===== src/rtl/pagerank_gather_if.sv =====
// Handshake and result signals between scatter, gather and the next iteration.
interface pagerank_gather_if;
    logic        gather_enable;
    logic [63:0] pagerank_scatter;
    logic [31:0] node_id;
    logic        output_ready;
    logic        operation_complete;
    logic [63:0] pagerank_new;
    logic [31:0] new_node_id;
    logic        new_valid;
    logic        iteration_done;
    logic        err_bad_id;
    logic        err_overflow;

    modport master (
        output gather_enable, pagerank_scatter, node_id, output_ready, operation_complete,
        input  pagerank_new, new_node_id, new_valid, iteration_done, err_bad_id, err_overflow
    );

    modport slave (
        input  gather_enable, pagerank_scatter, node_id, output_ready, operation_complete,
        output pagerank_new, new_node_id, new_valid, iteration_done, err_bad_id, err_overflow
    );
endinterface


===== src/rtl/pagerank_gather.sv =====
// PageRank gather: accumulates scatter contributions per node, then streams
// damped ranks pr = BASE_Q + (DAMP_Q*acc)>>FRAC_W in node order.
//
// state | meaning
// IDLE  | waiting for gather_enable; start clears accumulators and errors
// ACCUM | summing contributions until operation_complete
// APPLY | one node per cycle through the damping datapath
// DONE  | iteration_done high until gather_enable drops
module pagerank_gather #(
    parameter int          NODES_IN_PARTITION = 4,
    parameter int          FRAC_W             = 32,
    parameter logic [31:0] DAMP_Q             = 32'd3650722202,
    parameter logic [63:0] BASE_Q             = 64'd161061274
) (
    input logic               clock,
    input logic               reset_n,
    pagerank_gather_if.slave  bus
);
    typedef enum logic [1:0] {IDLE, ACCUM, APPLY, DONE} state_t;

    localparam int            CW   = (NODES_IN_PARTITION > 1) ? $clog2(NODES_IN_PARTITION) : 1;
    localparam logic [CW-1:0] LAST = CW'(NODES_IN_PARTITION - 1);

    state_t        state, state_nxt;
    logic [63:0]   acc [NODES_IN_PARTITION];
    logic [CW-1:0] cnt;
    logic [63:0]   pr_q;
    logic [31:0]   id_q;
    logic          valid_q;
    logic          bad_id_q;
    logic          ovf_q;

    logic          id_ok;
    logic [CW-1:0] id_idx;
    logic [64:0]   acc_sum;
    logic [95:0]   prod;
    logic [95:0]   prod_sh;
    logic [64:0]   res_sum;
    logic          res_ovf;
    logic [63:0]   res_sat;

    assign id_ok   = bus.node_id < 32'(NODES_IN_PARTITION);
    assign id_idx  = bus.node_id[CW-1:0];
    assign acc_sum = {1'b0, acc[id_idx]} + {1'b0, bus.pagerank_scatter};

    // Full-width product so the shifted term cannot silently wrap.
    assign prod    = 96'(DAMP_Q) * 96'(acc[cnt]);
    assign prod_sh = prod >> FRAC_W;
    assign res_sum = {1'b0, prod_sh[63:0]} + {1'b0, BASE_Q};
    assign res_ovf = (prod_sh[95:64] != 32'd0) || res_sum[64];
    assign res_sat = res_ovf ? 64'hFFFF_FFFF_FFFF_FFFF : res_sum[63:0];

    always_ff @(posedge clock or negedge reset_n) begin
        if (!reset_n) state <= IDLE;
        else          state <= state_nxt;
    end

    always_comb begin
        state_nxt = state;
        case (state)
            IDLE:    if (bus.gather_enable)      state_nxt = ACCUM;
            ACCUM:   if (bus.operation_complete) state_nxt = APPLY;
            APPLY:   if (cnt == LAST)            state_nxt = DONE;
            DONE:    if (!bus.gather_enable)     state_nxt = IDLE;
            default:                             state_nxt = IDLE;
        endcase
    end

    always_ff @(posedge clock or negedge reset_n) begin
        if (!reset_n) begin
            for (int i = 0; i < NODES_IN_PARTITION; i++) acc[i] <= '0;
            cnt      <= '0;
            pr_q     <= '0;
            id_q     <= '0;
            valid_q  <= 1'b0;
            bad_id_q <= 1'b0;
            ovf_q    <= 1'b0;
        end else begin
            valid_q <= 1'b0;
            pr_q    <= '0;
            id_q    <= '0;
            case (state)
                IDLE: begin
                    if (bus.gather_enable) begin
                        for (int i = 0; i < NODES_IN_PARTITION; i++) acc[i] <= '0;
                        cnt      <= '0;
                        bad_id_q <= 1'b0;
                        ovf_q    <= 1'b0;
                    end
                end
                ACCUM: begin
                    if (bus.output_ready) begin
                        if (id_ok) begin
                            acc[id_idx] <= acc_sum[64] ? 64'hFFFF_FFFF_FFFF_FFFF : acc_sum[63:0];
                            if (acc_sum[64]) ovf_q <= 1'b1;
                        end else begin
                            bad_id_q <= 1'b1;
                        end
                    end
                end
                APPLY: begin
                    valid_q <= 1'b1;
                    pr_q    <= res_sat;
                    id_q    <= 32'(cnt);
                    if (res_ovf) ovf_q <= 1'b1;
                    cnt     <= (cnt == LAST) ? '0 : cnt + CW'(1);
                end
                default: ;
            endcase
        end
    end

    assign bus.pagerank_new   = pr_q;
    assign bus.new_node_id    = id_q;
    assign bus.new_valid      = valid_q;
    assign bus.iteration_done = (state == DONE);
    assign bus.err_bad_id     = bad_id_q;
    assign bus.err_overflow   = ovf_q;
endmodule

===== src/flat_wrapper.sv =====
// flat-port wrapper written by rule: the top's interface ports become plain ports
module pagerank_gather_flat 
#(
    parameter int          NODES_IN_PARTITION = 4,
    parameter int          FRAC_W             = 32,
    parameter logic [31:0] DAMP_Q             = 32'd3650722202,
    parameter logic [63:0] BASE_Q             = 64'd161061274
)
  (clock, reset_n, bus_gather_enable, bus_pagerank_scatter, bus_node_id, bus_output_ready, bus_operation_complete, bus_pagerank_new, bus_new_node_id, bus_new_valid, bus_iteration_done, bus_err_bad_id, bus_err_overflow);
  pagerank_gather_if bus_i ();
  input logic clock;
  input logic reset_n;
  input wire logic [$bits(bus_i.gather_enable)-1:0] bus_gather_enable;
  input wire logic [$bits(bus_i.pagerank_scatter)-1:0] bus_pagerank_scatter;
  input wire logic [$bits(bus_i.node_id)-1:0] bus_node_id;
  input wire logic [$bits(bus_i.output_ready)-1:0] bus_output_ready;
  input wire logic [$bits(bus_i.operation_complete)-1:0] bus_operation_complete;
  output wire logic [$bits(bus_i.pagerank_new)-1:0] bus_pagerank_new;
  output wire logic [$bits(bus_i.new_node_id)-1:0] bus_new_node_id;
  output wire logic [$bits(bus_i.new_valid)-1:0] bus_new_valid;
  output wire logic [$bits(bus_i.iteration_done)-1:0] bus_iteration_done;
  output wire logic [$bits(bus_i.err_bad_id)-1:0] bus_err_bad_id;
  output wire logic [$bits(bus_i.err_overflow)-1:0] bus_err_overflow;
  assign bus_i.gather_enable = bus_gather_enable;
  assign bus_i.pagerank_scatter = bus_pagerank_scatter;
  assign bus_i.node_id = bus_node_id;
  assign bus_i.output_ready = bus_output_ready;
  assign bus_i.operation_complete = bus_operation_complete;
  assign bus_pagerank_new = bus_i.pagerank_new;
  assign bus_new_node_id = bus_i.new_node_id;
  assign bus_new_valid = bus_i.new_valid;
  assign bus_iteration_done = bus_i.iteration_done;
  assign bus_err_bad_id = bus_i.err_bad_id;
  assign bus_err_overflow = bus_i.err_overflow;
  pagerank_gather #(.NODES_IN_PARTITION(NODES_IN_PARTITION), .FRAC_W(FRAC_W), .DAMP_Q(DAMP_Q), .BASE_Q(BASE_Q)) u_core (.clock(clock), .reset_n(reset_n), .bus(bus_i));
endmodule

===== config.mk =====
export PLATFORM = sky130hd
export DESIGN_NAME = pagerank_gather_flat
export DESIGN_NICKNAME = d
export VERILOG_FILES = /design/src/rtl/pagerank_gather_if.sv /design/src/rtl/pagerank_gather.sv /design/src/flat_wrapper.sv
export SDC_FILE = /design/constraint.sdc
export NUM_CORES = 2
export LEC_CHECK = 0
export CORE_UTILIZATION = 40
export DETAILED_ROUTE_END_ITERATION = 7
export SLEW_MARGIN = 20
export SYNTH_ARGS = -nofsm -noshare
export SYNTH_HDL_FRONTEND = slang
export SYNTH_SLANG_ARGS = --single-unit

===== constraint.sdc =====
create_clock -name clock -period 14.45 [get_ports clock]
set_clock_uncertainty 0.15 [all_clocks]
set_input_delay 2.1675 -clock clock [delete_from_list [all_inputs] [get_ports clock]]
set_output_delay 2.1675 -clock clock [all_outputs]
set_load 0.01 [all_outputs]

==> impl_metrics.py <==
metrics = {
    "global_routing": {
        "grt_start_max_net_pins": 117,
        "grt_pass1_wl_um": 273000,
        "gr-total-overflow": 0,
        "first_global_vias": 41000,
        "antenna_found_initial": 4,
        "track_usage_pct": 28.1,
    },
    "floorplanning": {
        "die-area_um2": 132000,
        "fp.dieW_um": 363,
        "die_h_um": 363,
        "core_area_um2": 129000,
        "start_util_pct": 40.3,
        "rows": 132,
        "io_pins": 201,
    },
    "pwr": {
        "leakagePower_nw": 29.4,
        "vdd_drop_max_uv": 88.0,
        "totalPowerFinal_mw": 2.68,
        "power_density_nw_per_um2": 47.0,
    },
    "clock_tree": {
        "clk_path_buf_depth": 3,
        "cts_tree": "yes",
        "cts_sinks": 329,
        "post_cts_resize_count": 0,
        "cts_buffers": 41,
        "postCtsSetupRepairBufs": 0,
        "htree_levels": 2,
        "worstSkewPairLatency_ns": 0.66,
        "ctsHoldBuffers": 0,
        "cts_root_buf": "clkbuf_16",
        "clk_pin_slew_ns": 0.06,
    },
    "logic_synthesis": {
        "yosysWarnings": 0,
        "yosys_most_used_dff": "dfrtp_1",
        "synth_cell_type_count": 90,
        "seq_area_frac_synth_pct": 15.8,
        "synth_edf_count": 0,
        "avgSynthCellArea_um2": 9.57,
        "synthCells": 5445,
        "synth.cell_area_um2": 52100,
        "synth_seq_cells": 329,
        "ys_async_sr_fraction_pct": 100,
    },
    "worst_hold_path": {
        "timing.hold.worst.class": "reg2reg",
        "hold_start": "u_core.acc[125]",
    },
    "worst_setup_path": {
        "start_kind": "flop",
        "crit_path_max_fanout": 36,
        "crit_path_frequent_cell": "fa_1",
        "startpoint": "u_core.cnt[0]",
        "worst_r2r_endpoint": "u_core.bus.err_overflow",
        "criticalPathCategory": "reg2reg",
        "worst_ep_arrival_time_ns": 13.08,
        "crit-reg2reg-launch": "u_core.cnt[0]",
        "r2r_slack_ns": 1.73,
        "worstPathRequired_ns": 14.82,
        "ff2ff_path_depth": 31,
        "worstSetupEndpointType": "flop",
        "crit_path_top_delay_cell": "dfrtp_4",
        "slowest_delay_ns": 0.91,
        "cp-endpoint": "u_core.bus.err_overflow",
    },
    "place": {
        "portBuffers": 170,
        "dp_hpwl_um": 154000,
        "gp_congestion": 1.01,
        "dpl.cell_count": 7190,
    },
    "final_layout": {
        "regArea_um2": 8240,
        "antenna_cells": 0,
        "layout_common_cells": "1,065 x inv_1, 761 x fa_1, 563 x ha_1",
        "final_nets": 6916,
        "final_cells": 7266,
        "multi_input_area_um2": 39200,
        "area_growth_pct": 9.26,
        "drive_gt1_share_pct": 5.20,
        "layout_commonest_cell": "inv_1",
        "fillers": 12400,
    },
    "sta": {
        "tightest_slew_ns": 1.16,
        "slew_headroom_pct": 21.9,
        "period_share_pct": 88.0,
        "hold_viol": 0,
        "slew_viol_final": 0,
        "setup_viol": 0,
        "fmax_mhz": 78.6,
        "fin_crit_ns": 12.72,
        "fin_tns_setup_ns": 0,
        "rsz0062_at_grt": "false",
    },
    "detailed_routing": {
        "first_pass_iters": 5,
        "drt_iter0_markers": 3936,
        "wirelength_um": 184000,
        "detail-route-antenna-nets": 0,
        "drc": 0,
        "routed_via_density": 5.53,
        "dr_total_vias": 40200,
        "wl_per_cell_um": 25.3,
    },
    "job": {
        "cap_violations": 0,
    },
    "run_status": {
        "outcome": "finished, final reports clean",
    },
}
[state kept, by name, summed over array words and instances, names as in the netlist]
register and flops:
u_core.bus.new_node_id 2, u_core.bus.err_overflow 1, u_core.bus.err_bad_id 1, u_core.acc 256
u_core.bus.pagerank_new 64, u_core.cnt 2, u_core.state 2, u_core.bus.new_valid 1
[final cells by class]
type	instances	area share [%]
multi-input combinational	3860	68.8
sequential	329	14.5
inverter	1066	7.03
tap	1742	3.83
timing repair buffer	193	3.30
clock buffer	51	1.96
clock inverter	25	0.670
[synth_stat cells (all sizes together) (44+ instances only)]
| cell type | n | area share, % |
|---|---|---|
| inv | 1065 | 7.7 |
| fa | 761 | 29 |
| ha | 563 | 14 |
| nand2 | 471 | 3.4 |
| o21ai | 350 | 3.4 |
| dfrtp | 329 | 16 |
| a21oi | 273 | 2.6 |
| nor2 | 222 | 1.6 |
| clkbuf | 171 | 1.2 |
| xnor2 | 152 | 2.6 |
| xor2 | 133 | 2.2 |
| mux4 | 128 | 5.5 |
| a21o | 93 | 1.3 |
| nand2b | 83 | 1.0 |
| nand4 | 61 | 0.73 |
| buf | 48 | 0.59 |
| nand3 | 44 | 0.42 |
[worst min-delay path by stage]
stage          cells past startpoint               to
3_5_place_dp                       2   u_core.acc[97]
3_3_place_gp                       2    u_core.acc[3]
6_report                           2  u_core.acc[125]
2_1_floorplan                      2  u_core.acc[100]
5_1_grt                            2   u_core.acc[84]
4_1_cts                            2   u_core.acc[84]
[per-layer routing]
metal  up-vias  track usage [%]  wire, um
met5         -                0        19
met4         2             9.60      7030
met3       246             4.27     13000
met2      1648             44.2     84500
met1     20500             39.5     79500
li1      17800                -         -
[critical path: cells and delay by family (launching register included)]
family	cells	cell delay (ns)
mux	2	1.04
compound gates	4	1.70
simple gates	9	2.75
flops	1	0.91
buf+inv	5	0.48
xor+xnor	2	0.90
fa+ha+maj	9	4.54
[power breakdown]
group,switching [mW],internal [mW],total (mW)
combinational,0.308,0.186,0.494
sequential,0.0679,0.952,1.02
clock,0.480,0.683,1.16
[through the flow]
| step | hold slack [ns] | instance area, um2 | utilization (%) | setup slack, ns |
|---|---|---|---|---|
| 4_1_cts | 0.348 | 56900 | 44.0 | 1.76 |
| 3_5_place_dp | 0.335 | 55400 | 42.9 | 1.80 |
| 3_3_place_gp | 0.324 | 55400 | 42.9 | 1.92 |
| 2_1_floorplan | 0.311 | 52200 | - | 3.42 |
| 5_1_grt | 0.366 | 56900 | 44.0 | 1.26 |
| 6_report | 0.345 | 56900 | 44.0 | 1.73 |
[cell families after synthesis]
family / share of synthesized area (%)
adder cells (fa/ha/maj): 42.8
multiplexers: 5.84
AO/OA/AOI/OAI: 11.5
buffers and inverters: 9.50
AND/OR/NAND/NOR: 9.79
flip-flops: 15.8
other: 0.00719
XOR/XNOR: 4.79
No activity file was read; power rests on OpenSTA's default activity.
